--- src/rtl/cdb_arbiter_if.sv ---
// Bundle of requester handshake signals and the registered CDB broadcast for cdb_arbiter.
`ifndef NUM_SRBITS
`define NUM_SRBITS 4
`endif

interface cdb_arbiter_if #(
    parameter int unsigned NUM_REQ = 4
);
    localparam int unsigned TagW = `NUM_SRBITS;
    localparam int unsigned IdW  = (NUM_REQ > 1) ? $clog2(NUM_REQ) : 1;

    typedef struct packed {
        logic            valid;
        logic [TagW-1:0] tag;
        logic [31:0]     data;
    } cdb_bus_t;

    logic [NUM_REQ-1:0]      req_valid;
    logic [NUM_REQ*TagW-1:0] req_tag;
    logic [NUM_REQ*32-1:0]   req_data;
    logic [NUM_REQ-1:0]      req_ready;
    cdb_bus_t                cdb_o;
    logic [IdW-1:0]          grant_id_o;
    logic                    err_o;

    // Requester side (functional units).
    modport master (
        output req_valid, req_tag, req_data,
        input  req_ready, cdb_o, grant_id_o, err_o
    );

    // Arbiter side.
    modport slave (
        input  req_valid, req_tag, req_data,
        output req_ready, cdb_o, grant_id_o, err_o
    );
endinterface

--- src/rtl/cdb_arbiter.sv ---
// Common data bus arbiter: requester 0 gets bounded priority, the rest share a round-robin
// pointer; the winner's tag/data is broadcast one cycle later.
`ifndef NUM_SRBITS
`define NUM_SRBITS 4
`endif

module cdb_arbiter #(
    parameter int unsigned NUM_REQ    = 4,
    parameter int unsigned PRIO_LIMIT = 3
) (
    input  logic         clk,
    input  logic         rst,
    input  logic         restore,
    cdb_arbiter_if.slave bus
);
    localparam int unsigned TagW = `NUM_SRBITS;
    localparam int unsigned IdW  = (NUM_REQ > 1) ? $clog2(NUM_REQ) : 1;
    localparam int unsigned CntW = (PRIO_LIMIT > 0) ? $clog2(PRIO_LIMIT + 1) : 1;
    localparam logic [NUM_REQ-1:0] Bit0 = NUM_REQ'(1);

    logic               cdb_valid_q;
    logic [TagW-1:0]    cdb_tag_q;
    logic [31:0]        cdb_data_q;
    logic [IdW-1:0]     grant_id_q;
    logic               err_q;
    logic [IdW-1:0]     rr_ptr_q;
    logic [CntW-1:0]    prio_cnt_q;

    logic [NUM_REQ-1:0] tag_nz;
    logic [NUM_REQ-1:0] elig;
    logic [NUM_REQ-1:0] rr_mask;
    logic               zero_tag;
    logic               prio_cap;
    logic               others;
    logic               rr_found;
    logic [IdW-1:0]     rr_idx;
    logic [IdW-1:0]     j_idx;
    int unsigned        j;
    logic               gnt_prio;
    logic               gnt_rr;
    logic               gnt_any;
    logic [IdW-1:0]     gnt_id;
    logic [TagW-1:0]    sel_tag;
    logic [31:0]        sel_data;

    always_comb begin
        tag_nz = '0;
        for (int i = 0; i < int'(NUM_REQ); i++) begin
            tag_nz[i] = |bus.req_tag[i*TagW +: TagW];
        end
        elig     = bus.req_valid & tag_nz;
        zero_tag = |(bus.req_valid & ~tag_nz);
        prio_cap = (prio_cnt_q == CntW'(PRIO_LIMIT));
        others   = |(elig & ~Bit0);

        // Requester 0 drops out of the rotating search only once its budget is spent.
        rr_mask  = prio_cap ? (elig & ~Bit0) : elig;
        rr_found = 1'b0;
        rr_idx   = '0;
        j        = 0;
        j_idx    = '0;
        for (int unsigned k = 0; k < NUM_REQ; k++) begin
            j     = (32'(rr_ptr_q) + k) % NUM_REQ;
            j_idx = IdW'(j);
            if (!rr_found && rr_mask[j_idx]) begin
                rr_found = 1'b1;
                rr_idx   = j_idx;
            end
        end

        gnt_prio = rst & ~restore & elig[0] & (~prio_cap | ~others);
        gnt_rr   = rst & ~restore & ~gnt_prio & rr_found;
        gnt_any  = gnt_prio | gnt_rr;
        gnt_id   = gnt_prio ? '0 : rr_idx;

        sel_tag  = '0;
        sel_data = '0;
        for (int i = 0; i < int'(NUM_REQ); i++) begin
            if (gnt_id == IdW'(i)) begin
                sel_tag  = bus.req_tag[i*TagW +: TagW];
                sel_data = bus.req_data[i*32 +: 32];
            end
        end
    end

    assign bus.req_ready  = gnt_any ? (Bit0 << gnt_id) : '0;
    assign bus.cdb_o      = {cdb_valid_q, cdb_tag_q, cdb_data_q};
    assign bus.grant_id_o = grant_id_q;
    assign bus.err_o      = err_q;

    always_ff @(posedge clk) begin
        if (!rst) begin
            cdb_valid_q <= 1'b0;
            cdb_tag_q   <= '0;
            cdb_data_q  <= '0;
            grant_id_q  <= '0;
            err_q       <= 1'b0;
            rr_ptr_q    <= '0;
            prio_cnt_q  <= '0;
        end else begin
            cdb_valid_q <= gnt_any;
            if (gnt_any) begin
                cdb_tag_q  <= sel_tag;
                cdb_data_q <= sel_data;
                grant_id_q <= gnt_id;
            end
            if (zero_tag) begin
                err_q <= 1'b1;
            end
            if (restore) begin
                prio_cnt_q <= '0;
            end else if (gnt_prio) begin
                if (!prio_cap) begin
                    prio_cnt_q <= prio_cnt_q + CntW'(1);
                end
            end else if (gnt_rr) begin
                prio_cnt_q <= '0;
            end
            // Only a rotating-search grant advances the pointer.
            if (gnt_rr) begin
                rr_ptr_q <= (gnt_id == IdW'(NUM_REQ - 1)) ? '0 : gnt_id + IdW'(1);
            end
        end
    end
endmodule

--- src/flat_wrapper.sv ---
// flat-port wrapper written by rule: the top's interface ports become plain ports
module cdb_arbiter_flat 
#(
    parameter int unsigned NUM_REQ    = 4,
    parameter int unsigned PRIO_LIMIT = 3
)
  (clk, rst, restore, bus_req_valid, bus_req_tag, bus_req_data, bus_req_ready, bus_cdb_o, bus_grant_id_o, bus_err_o);
  cdb_arbiter_if #(.NUM_REQ(NUM_REQ)) bus_i ();
  input  logic clk;
  input  logic rst;
  input  logic restore;
  input wire logic [$bits(bus_i.req_valid)-1:0] bus_req_valid;
  input wire logic [$bits(bus_i.req_tag)-1:0] bus_req_tag;
  input wire logic [$bits(bus_i.req_data)-1:0] bus_req_data;
  output wire logic [$bits(bus_i.req_ready)-1:0] bus_req_ready;
  output wire logic [$bits(bus_i.cdb_o)-1:0] bus_cdb_o;
  output wire logic [$bits(bus_i.grant_id_o)-1:0] bus_grant_id_o;
  output wire logic [$bits(bus_i.err_o)-1:0] bus_err_o;
  assign bus_i.req_valid = bus_req_valid;
  assign bus_i.req_tag = bus_req_tag;
  assign bus_i.req_data = bus_req_data;
  assign bus_req_ready = bus_i.req_ready;
  assign bus_cdb_o = bus_i.cdb_o;
  assign bus_grant_id_o = bus_i.grant_id_o;
  assign bus_err_o = bus_i.err_o;
  cdb_arbiter #(.NUM_REQ(NUM_REQ), .PRIO_LIMIT(PRIO_LIMIT)) u_core (.clk(clk), .rst(rst), .restore(restore), .bus(bus_i));
endmodule
--- config.mk ---
export PLATFORM = sky130hd
export DESIGN_NAME = cdb_arbiter_flat
export DESIGN_NICKNAME = d
export VERILOG_FILES = /design/src/rtl/cdb_arbiter_if.sv /design/src/rtl/cdb_arbiter.sv /design/src/flat_wrapper.sv
export SDC_FILE = /design/constraint.sdc
export NUM_CORES = 1
export LEC_CHECK = 0
export CORE_AREA = 4 4 87 106
export CTS_CLUSTER_DIAMETER = 100
export DETAILED_ROUTE_END_ITERATION = 6
export DIE_AREA = 0 0 91 110
export HOLD_SLACK_MARGIN = 0.02
export PLACE_DENSITY = 0.81
export SETUP_SLACK_MARGIN = 0.05
export SYNTH_ARGS = -nofsm -noshare
export SYNTH_HDL_FRONTEND = slang
export SYNTH_SLANG_ARGS = --single-unit
--- constraint.sdc ---
create_clock -name clk -period 3.5 [get_ports clk]
set_clock_uncertainty 0.2 [all_clocks]
set_input_delay 0.35 -clock clk [delete_from_list [all_inputs] [get_ports clk]]
set_output_delay 0.35 -clock clk [all_outputs]
set_load 0.005 [all_outputs]
Word-level counts from Yosys, hierarchy flattened:

Index checks and enable logic that the tools add are counted.

* logic and storage cells: 84
* bits of input ports: 151
* bits in writable memories: 0
* register bits after elaboration: 44
* memories kept: 0
* bits in read-only memories: 0
* output and inout port bits: 44
* bits in latches: 0

* reduce and logical (&&, ||, !) cells: 16
* mux-type cells: 31
* bitwise gates (word level): 15
* divide/modulo/power cells: 0
* add/subtract/negate cells: 5
* order comparisons: 4
* equality and inequality tests: 5
* shift-type cells: 1
* $mul: 0

Operators with widths (count)
* 32-bit 2-to-1 mux: 4
* 4-bit 2-to-1 mux: 5
* 4-bit OR reduction: 5
* 2-bit 2-to-1 mux: 9
* 2-bit by 3-bit < comparator with 1-bit output, second input constant: 4
* 1-bit 2-to-1 mux: 9
* 4-bit bitwise AND: 2
* 1-bit binary-select mux with 2-bit select: 4
* 2-bit by 1-bit adder with 2-bit output, second input constant: 3
* 2-bit equality test, second input constant: 3
* 1-bit bitwise AND: 5
* 1-bit inverter: 5
* 2-bit adder, second input constant: 2
* 4-bit inverter: 1
* 1-bit by 2-bit left shift with 4-bit output, first input constant: 1
* 1-bit logical AND: 3
* 1-bit logical NOT: 3
* 3-bit OR reduction: 1
* 2-bit by 1-bit equality test with 1-bit output, second input constant: 1
* 2-bit logical NOT: 1
* 2-bit inequality test, second input constant: 1
* 1-bit OR: 2
* 2-bit AND reduction: 1
* 2-bit nonzero test: 1
* 2-bit OR reduction: 1

Longest topological paths before layout:

Gate-level depths: netlist (run 1).

* depth in word-level cells: 21
* gate-level depth with buffers: 13
* mapped depth without buffers: 9

Worst setup path before layout (run 1):

Ideal clock, no wire load.

* path kind: input-to-output
* from: in bus_req_tag[3]
* to: out bus_req_ready[1]
* data arrival time: 2348 ps
* path buffers: 3
* stages: 9
* required time: 2950 ps
* path slack: 602 ps
* path through: o41ai_2 > buf_2 > o32ai_1 > o22ai_1 > and2_1 > ha_1 > clkbuf_1 > clkbuf_1 > and2_1

* longest elaborated chain between the ends: 18
* elaborated cells on any way between the ends: 34
* classes of those cells: 1 x shift; 19 x mux; 7 x bitwise; 7 x reduce/logical

RTL lines
* from (decl): RTL line flat_wrapper.sv:13 `input wire logic [$bits(bus_i.req_tag)-1:0] bus_req_tag;`
* 4-bit OR reduction *: RTL line cdb_arbiter.sv:49 `tag_nz[i] = |bus.req_tag[i*TagW +: TagW];`
* 4-bit bitwise AND *: RTL line cdb_arbiter.sv:51 `elig = bus.req_valid & tag_nz;`
* 1-bit 2-to-1 mux: RTL line cdb_arbiter.sv:57 `rr_mask = prio_cap ? (elig & ~Bit0) : elig;`
* 1-bit binary-select mux with 2-bit select: RTL line cdb_arbiter.sv:65 `if (!rr_found && rr_mask[j_idx]) begin`
* 1-bit 2-to-1 mux (not written as such): RTL line cdb_arbiter.sv:65
* 1-bit 2-to-1 mux: RTL line cdb_arbiter.sv:65
* 1-bit logical NOT: RTL line cdb_arbiter.sv:65
* 1-bit logical AND: RTL line cdb_arbiter.sv:65
* [3 not listed]
* 1-bit 2-to-1 mux: RTL line cdb_arbiter.sv:65
* 1-bit logical NOT: RTL line cdb_arbiter.sv:65
* 1-bit logical AND: RTL line cdb_arbiter.sv:65
* 2-bit 2-to-1 mux: RTL line cdb_arbiter.sv:65
* 2-bit 2-to-1 mux *: RTL line cdb_arbiter.sv:74 `gnt_id = gnt_prio ? '0 : rr_idx;`
* named net u_core.gnt_id[0]: RTL line cdb_arbiter.sv:42 `logic [IdW-1:0] gnt_id;`
* 1-bit by 2-bit left shift with 4-bit output *: RTL line cdb_arbiter.sv:86 `assign bus.req_ready = gnt_any ? (Bit0 << gnt_id) : '0;`
* 4-bit 2-to-1 mux *: RTL line cdb_arbiter.sv:86
* to (decl): RTL line flat_wrapper.sv:15 `output wire logic [$bits(bus_i.req_ready)-1:0] bus_req_ready;`

The timed path passes the listed nets; every way through them passes the cells marked *. The select of a mux whose other input is x is not followed.

Worst setup path after layout (run 1):

* from: in bus_req_valid[1]
* to: out bus_req_ready[3]

* longest elaborated chain between the ends: 16
* elaborated cells on any way between the ends: 34
* classes of those cells: 1 x shift; 18 x mux; 8 x bitwise; 7 x reduce/logical

RTL lines
* from (decl): RTL line flat_wrapper.sv:12 `input wire logic [$bits(bus_i.req_valid)-1:0] bus_req_valid;`
* 4-bit bitwise AND *: RTL line cdb_arbiter.sv:51
* 1-bit binary-select mux with 2-bit select: RTL line cdb_arbiter.sv:65
* 1-bit 2-to-1 mux (not written as such): RTL line cdb_arbiter.sv:65
* 1-bit 2-to-1 mux: RTL line cdb_arbiter.sv:65
* 1-bit logical NOT: RTL line cdb_arbiter.sv:65
* 1-bit logical AND: RTL line cdb_arbiter.sv:65
* 1-bit 2-to-1 mux: RTL line cdb_arbiter.sv:65
* 1-bit logical NOT: RTL line cdb_arbiter.sv:65
* 1-bit logical AND: RTL line cdb_arbiter.sv:65
* 1-bit 2-to-1 mux: RTL line cdb_arbiter.sv:65
* 1-bit logical NOT: RTL line cdb_arbiter.sv:65
* 1-bit logical AND: RTL line cdb_arbiter.sv:65
* 2-bit 2-to-1 mux: RTL line cdb_arbiter.sv:65
* 2-bit 2-to-1 mux *: RTL line cdb_arbiter.sv:74
* named net u_core.gnt_id[0]: RTL line cdb_arbiter.sv:42
* 1-bit by 2-bit left shift with 4-bit output *: RTL line cdb_arbiter.sv:86
* 4-bit 2-to-1 mux *: RTL line cdb_arbiter.sv:86

Marked as above.

==> impl_metrics.csv, run 1 <==
group,metric,value,unit
pwr,ir_drop,0.0002800,V
worst_setup_path,reg2reg_slack,640,ps
yosys,yosys_most_used_dff,"dfxtp_1",
yosys,synth_top_area_share,29.73,%
yosys,syn_inst,379,
cts,cts_sinks,44,
floorplan,rows,36,
placement,hpwl,9.068,mm
sta,finalMaxSlewViolations,0,
yosys,synth-simple-area-share,12.71,%
sta,clock.fmax,296.6,MHz
sta,post-route-period-util,96.35,%
yosys,async_reset_ff_share,0,%
yosys,synth-compound-area-share,42.99,%
yosys,synth_xor_area_share,0,%
sta,finalSetupViolCount,0,
run_status,outcome,"finished clean",
routing,ant_nets,0,
sta,finalHoldViolCount,0,
sta,fin_setup_tns,0,ps
floorplan,core,8108,µm²
finish,post-route-cell-area,5249,µm²
yosys,synthAdderAreaFrac,2.111,%
pwr,cellPowerDensity,357.9,nW/µm²
global_routing,grt_antenna_before_repair,0,
sta,worstMarginPinSlew,666.8,ps
yosys,synth_top_family_by_area,"compound AO/OA/AOI/OAI gates",
routing,route.detailed.drc,0,
floorplan,die_area,10010,µm²
routing,drt-initial-drc-count,270,
pwr,p_leak,0.002135,µW
routing,wl_met3,913,µm
yosys,ys_top_cells_by_area,"dfxtp_1 30%, a221o_1 11%, a22oi_1 9.4%, a21oi_1 6.8%, nand3_1 6.3%",
yosys,yosysMostFrequentCell,"dfxtp_1",
finish,antenna_cells,0,
hold_path,hp-class,"flip-flop to flip-flop",
finish,nFillCells,670,
worst_setup_path,rr_worst_depth,11,
floorplan,initial_core_util,36.54,%
routing,vias_per_cell,5.601,
yosys,yosysWarnings,0,
global_routing,grt_pass1_vias,3618,
yosys,synth_edf_count,0,
placement,port-buffer-count,194,
worst_setup_path,cp-end-kind,"primary output",
floorplan,die_y,110,µm
hold_path,holdPathStages,2,
routing,wl_met1,4.609,mm
run,maxCapViolations,0,
floorplan,fp.dieW,91,µm
floorplan,pin_count,195,
finish,drive_gt1_share,9.930,%
worst_setup_path,worstPathRequired,2950,ps
sta,slew_headroom,55.55,%
yosys,yosys.area.top_type,"dfxtp_1",
sta,whs,260.6,ps
finish,nets,729,
worst_setup_path,critical_path_class,"input pin to primary output",
hold_path,holdCritStartpoint,"u_core.cdb_data_q[11]",
cts,clockRootBuffer,"clkbuf_8",
cts,clk_pin_slew,90,ps
routing,wl_per_cell,17.58,µm
routing,drtPass1Iterations,5,
cts,clk_path_buf_depth,2,
routing,top_layer,"met4",
yosys,synth.top_cells.by_count,"44 x dfxtp_1, 40 x a21oi_1, 38 x inv_1",
global_routing,grt_max_degree,73,
yosys,syn_area,2963,µm²
cts,cts_hold_buf,0,
global_routing,grt-ovfl-total,0,
routing,wl,11.76,mm
yosys,synth_nets,535,
routing,met2_length,6.054,mm
yosys,synth_mux_area_share,0.3378,%
hold_path,whs_endpoint,"u_core.cdb_data_q[11]",
cts,cts_max_level,2,
yosys,synth_seq_area_share,29.73,%
finish,areaGrowthSynthToFinish,77.15,%
yosys,synth-seq-cells,44,
worst_setup_path,cp_max_fo,4,
cts,numCtsBuffers,5,
global_routing,track_usage,22.03,%
yosys,yosysUniqueCellTypes,43,
sta,rsz0062_at_grt,"yes",
worst_setup_path,r2r-end,"u_core.cdb_tag_q[0]",
cts,insertion_delay,290,ps
cts,cts_tree,"yes",
worst_setup_path,startpoint_type,"input pin",
placement,place_area,5042,µm²
global_routing,grt_pass1_wl,17.95,mm
routing,vias,3747,
worst_setup_path,r2r-start,"u_core.prio_cnt_q[0]",
yosys,synth_area_per_cell,7.818,µm²
worst_setup_path,arrival,2820,ps
sta,post-route-min-period,3372,ps
placement,globalplace.congestion,0.9430,
metrics by stage:
stage          power (µW)  std cells  worst slack, ps  utilization (%)
2_1_floorplan        1028        379            601.9                -
3_3_place_gp         1466        654            55.37            62.19
3_5_place_dp         1488        654           -27.44            62.19
4_1_cts              1882        665            70.53            63.97
5_1_grt              1990        669            26.96            64.74
6_report             1878        669            127.9            64.74
layout make-up:
cell class	count	area [µm²]	area share, %
Timing Repair Buffer	229	2235	42.57
Multi-Input combinational cell	254	1760	33.54
Sequential cell	44	880.8	16.78
Inverter	39	146.4	2.789
Tap cell	95	118.9	2.265
Clock buffer	6	72.57	1.383
Clock inverter	2	35.03	0.6675
power breakdown:
part           leakage, µW  internal (µW)  switching [µW]
sequential        0.000362            569            37.2
combinational      0.00172            508             378
clock            0.0000552            212             174
placed cells by master, fill, tap and decap left out, types with 2 or more instances in the layout:
cell type and n:
o41a_1 3, a22o_1 2, ha_2 3, inv_1 38
dfxtp_1 44, a41oi_1 2, nand2_1 11, o41ai_2 2
o21ai_1 35, a31oi_1 2, nand3_1 37, a221o_1 34
nor3_1 2, or3_1 2, nor4_1 4, clkbuf_8 5
nor2_1 4, a21oi_1 40, clkdlybuf4s50_1 187, o32ai_1 2
buf_4 34, o21ai_0 7, a22oi_1 37, and2_1 5
dlymetal6s2s_1 7
routing by layer:
| metal | vias to the layer above | GRT usage [%] |
|---|---|---|
| li1 | 1831 | - |
| met1 | 1741 | 25.56 |
| met2 | 159 | 41.08 |
| met3 | 16 | 5.363 |
| met4 | 0 | 4.849 |
| met5 | - | 0 |
critical path, stage by stage:
cell and delay [ps]:
clkdlybuf4s50_1 540, o41a_1 360, buf_4 180, o21ai_0 70, o22ai_1 280, and2_4 220, ha_2 170, and2_1 120
clkdlybuf4s50_1 520
state kept, by name, indices dropped and copies added, names as in the netlist:
signal / cells
u_core.bus.err_o: 1
u_core.rr_ptr_q: 2
u_core.cdb_tag_q: 4
u_core.bus.grant_id_o: 2
u_core.cdb_data_q: 32
u_core.prio_cnt_q: 2
u_core.cdb_valid_q: 1
what timing repair did:
item                                    CTS  global route
pin swaps                                 3             6
endpoints found under the setup margin    2             4
setup buffers                             3             4
endpoints found under the hold margin     0             0
gates cloned                              0             0
gates resized for setup                   3            10
kinds of logic after synthesis:
logic type	after synthesis
multiplexers	1
adder cells (fa/ha/maj)	5
AND/OR/NAND/NOR	72
AO/OA/AOI/OAI	176
flip-flops	44
buffers and inverters	81
how the worst max path moves through the flow:
stage	end	startpoint	slack [ps]
after detailed placement	bus_req_ready[1]	bus_req_tag[8]	-30
after floorplan	bus_req_ready[1]	bus_req_tag[3]	600
final	bus_req_ready[3]	bus_req_valid[1]	130
after global placement	u_core.cdb_data_q[12]	bus_req_tag[3]	60
after global routing	bus_req_ready[1]	bus_req_tag[13]	30
after CTS	bus_req_ready[1]	bus_req_tag[10]	70
No activity file was read; power rests on OpenSTA's default activity.
==> inputs of run 2 (changes only) <==
SETUP_SLACK_MARGIN = default   (was 0.05)
SKIP_LAST_GASP = 1   (was default)
==> run 2 against run 1 <==
Against the previous run:
- non-clock buffer count shrank 2
- count of clock-buffer cells in the layout is the same
- utilization shrank 0.31 points
- via count shrank 0.29%
- wire length shrank 0.10%
- critical endpoint is now bus_req_ready[0]
- largest power group unchanged
- highest routed layer unchanged
==> impl_metrics.csv, run 2 (synthesized netlist as in run 1, its figures left out) <==
group,metric,value,unit
run_status,outcome,"finished clean",
finish,final_common_cell,"clkdlybuf4s50_1",
finish,areaGrowthSynthToFinish,76.31,%
placement,place_ws,-27.44,ps
floorplan,core,8108,µm²
floorplan,fp.dieW,91,µm
sta,worstMarginPinSlew,664.6,ps
cts,clk_path_buf_depth,2,
finish,post-route-util,64.43,%
finish,largest_registers,"u_core.cdb_data_q: 32 flops, u_core.cdb_tag_q: 4 flops",
routing,wl,11.75,mm
worst_setup_path,crit_chain,"clkdlybuf4s50_1, o41a_1, o31ai_4, buf_4, a2bb2oi_1, nand2_1, ha_1, and2_1, clkdlybuf4s50_1",
sta,post-route-period-util,98.42,%
worst_setup_path,worstPathRequired,2950,ps
pwr,ir_drop,0.0002790,V
floorplan,initial_core_util,36.54,%
worst_setup_path,cp-end-kind,"primary output",
sta,post-route-min-period,3445,ps
floorplan,die_area,10010,µm²
cts,cts_tree,"yes",
pwr,p_clk_share,20.6,%
routing,wl_per_cell,17.61,µm
sta,finalMaxSlewViolations,0,
pwr,p_comb_share,47.1,%
routing,drt-initial-drc-count,251,
global_routing,grt_antenna_before_repair,0,
placement,hpwl,9.068,mm
global_routing,grt_pass1_vias,3626,
cts,numCtsBuffers,5,
sta,rsz0062_at_grt,"yes",
pwr,cellPowerDensity,358.9,nW/µm²
routing,ant_nets,0,
finish,drive_gt1_share,9.441,%
pwr,p_switching,588.1,µW
cts,clk_pin_slew,90,ps
finish,mostFrequentLayoutCells,"190 x clkdlybuf4s50_1, 44 x dfxtp_1, 40 x a21oi_1",
finish,top_register,"u_core.cdb_data_q",
worst_setup_path,crit_path_start,"bus_req_tag[12]",
floorplan,pin_count,195,
worst_setup_path,cp_max_fo,5,
cts,cts_sinks,44,
global_routing,track_usage,22.01,%
sta,clock.fmax,290.3,MHz
worst_setup_path,crit_path_end,"bus_req_ready[0]",
placement,port-buffer-count,194,
worst_setup_path,cpMostUsedCell,"clkdlybuf4s50_1",
run,maxCapViolations,0,
placement,globalplace.congestion,0.9430,
sta,setup_ws,55.17,ps
sta,finalSetupViolCount,0,
worst_setup_path,critPathMaxStageDelay,560,ps
worst_setup_path,startpoint_type,"input pin",
placement,place_area,5042,µm²
global_routing,grt_pass1_wl,17.94,mm
worst_setup_path,rr_worst_depth,11,
pwr,swShare,31.37,%
worst_setup_path,cp_slowest_cell,"o41a_1",
routing,vias_per_cell,5.601,
worst_setup_path,r2r-end,"u_core.cdb_tag_q[0]",
sta,slew_headroom,55.70,%
worst_setup_path,r2r-start,"u_core.prio_cnt_q[0]",
worst_setup_path,arrival,2890,ps
routing,route.detailed.drc,0,
pwr,p_leak,0.002092,µW
worst_setup_path,critical_path_class,"input pin to primary output",
finish,nets,727,
finish,largest_register_ffs,32,
sta,finalHoldViolCount,0,
cts,clockRootBuffer,"clkbuf_8",
routing,drtPass1Iterations,5,
pwr,seq_power_share,32.3,%
global_routing,grt_max_degree,73,
global_routing,grt-ovfl-total,0,
cts,cts_max_level,2,
finish,antenna_cells,0,
hold_path,hp-class,"flip-flop to flip-flop",
finish,post-route-cell-area,5224,µm²
floorplan,die_y,110,µm
cts,insertion_delay,290,ps
routing,vias,3736,
worst_setup_path,reg2reg_slack,610,ps
floorplan,rows,36,
pwr,p_int,1287,µW
-- run 2: cell types whose count changed in the layout (fill, tap and decap cells not counted) --
cell	change
dlymetal6s2s_1	-3
clkdlybuf4s50_1	+3
ha_2	-1
ha_1	+1
buf_4	-2
-- run 2: cell type report --
cell class                 count  area, µm²
fill                         677       2884
clock buffer                   6      72.57
clock inverter                 2      35.03
inverter                      39      146.4
tap                           95      118.9
sequential                    44      880.8
timing repair buffer         227       2212
multi-input combinational    254       1758
-- run 2: metal layers --
| metal | share of wire [%] | up-vias | track usage [%] |
|---|---|---|---|
| li1 | - | 1824 | - |
| met4 | 1.6 | 0 | 4.957 |
| met1 | 39 | 1731 | 25.48 |
| met2 | 52 | 165 | 41.03 |
| met3 | 8.2 | 16 | 5.431 |
| met5 | 0 | - | 0 |
-- run 2: worst min path at each step --
| stage | from | cells past startpoint | slack (ps) | endpoint |
|---|---|---|---|---|
| final | u_core.cdb_data_q[11] | 2 | 260 | u_core.cdb_data_q[11] |
| after global routing | u_core.cdb_data_q[29] | 2 | 280 | u_core.cdb_data_q[29] |
| after CTS | u_core.cdb_data_q[29] | 2 | 260 | u_core.cdb_data_q[29] |
| after detailed placement | u_core.cdb_data_q[29] | 2 | 250 | u_core.cdb_data_q[29] |
| after global placement | u_core.cdb_data_q[11] | 2 | 250 | u_core.cdb_data_q[11] |
| after floorplan | u_core.prio_cnt_q[0] | 2 | 260 | u_core.prio_cnt_q[0] |
-- run 2: power groups by stage --
stage	sequential (µW)	clock, µW	combinational, µW
final	606	386	883
after global routing	615	418	955
after CTS	606	398	877
after detailed placement	618	0	870
after global placement	615	0	851
after floorplan	618	0	410
-- run 2: timing repair --
item	CTS	global route
buffers inserted	2	3
setup endpoints to repair	1	3
gates resized for setup	1	8
hold endpoints to repair	0	0
pin swaps	1	4
hold buffers	0	0
-- run 2: worst max-delay path: cells and delay by family --
| family | cells | cell delay (ps) |
|---|---|---|
| AND/OR/NAND/NOR | 2 | 270 |
| AO/OA/AOI/OAI | 3 | 910 |
| adder cells (fa/ha/maj) | 1 | 200 |
| buffers and inverters | 3 | 1150 |
-- run 2: per-stage QoR --
step | std cells | hold WS [ps] | setup TNS [ps] | total power (µW)
floorplan | 379 | 256.4 | 0 | 1028
global placement | 654 | 247.4 | 0 | 1466
detailed placement | 654 | 252.5 | -68.85 | 1488
CTS | 664 | 264.5 | 0 | 1880
global route | 667 | 284.6 | -30.80 | 1988
finish | 667 | 260.4 | 0 | 1875
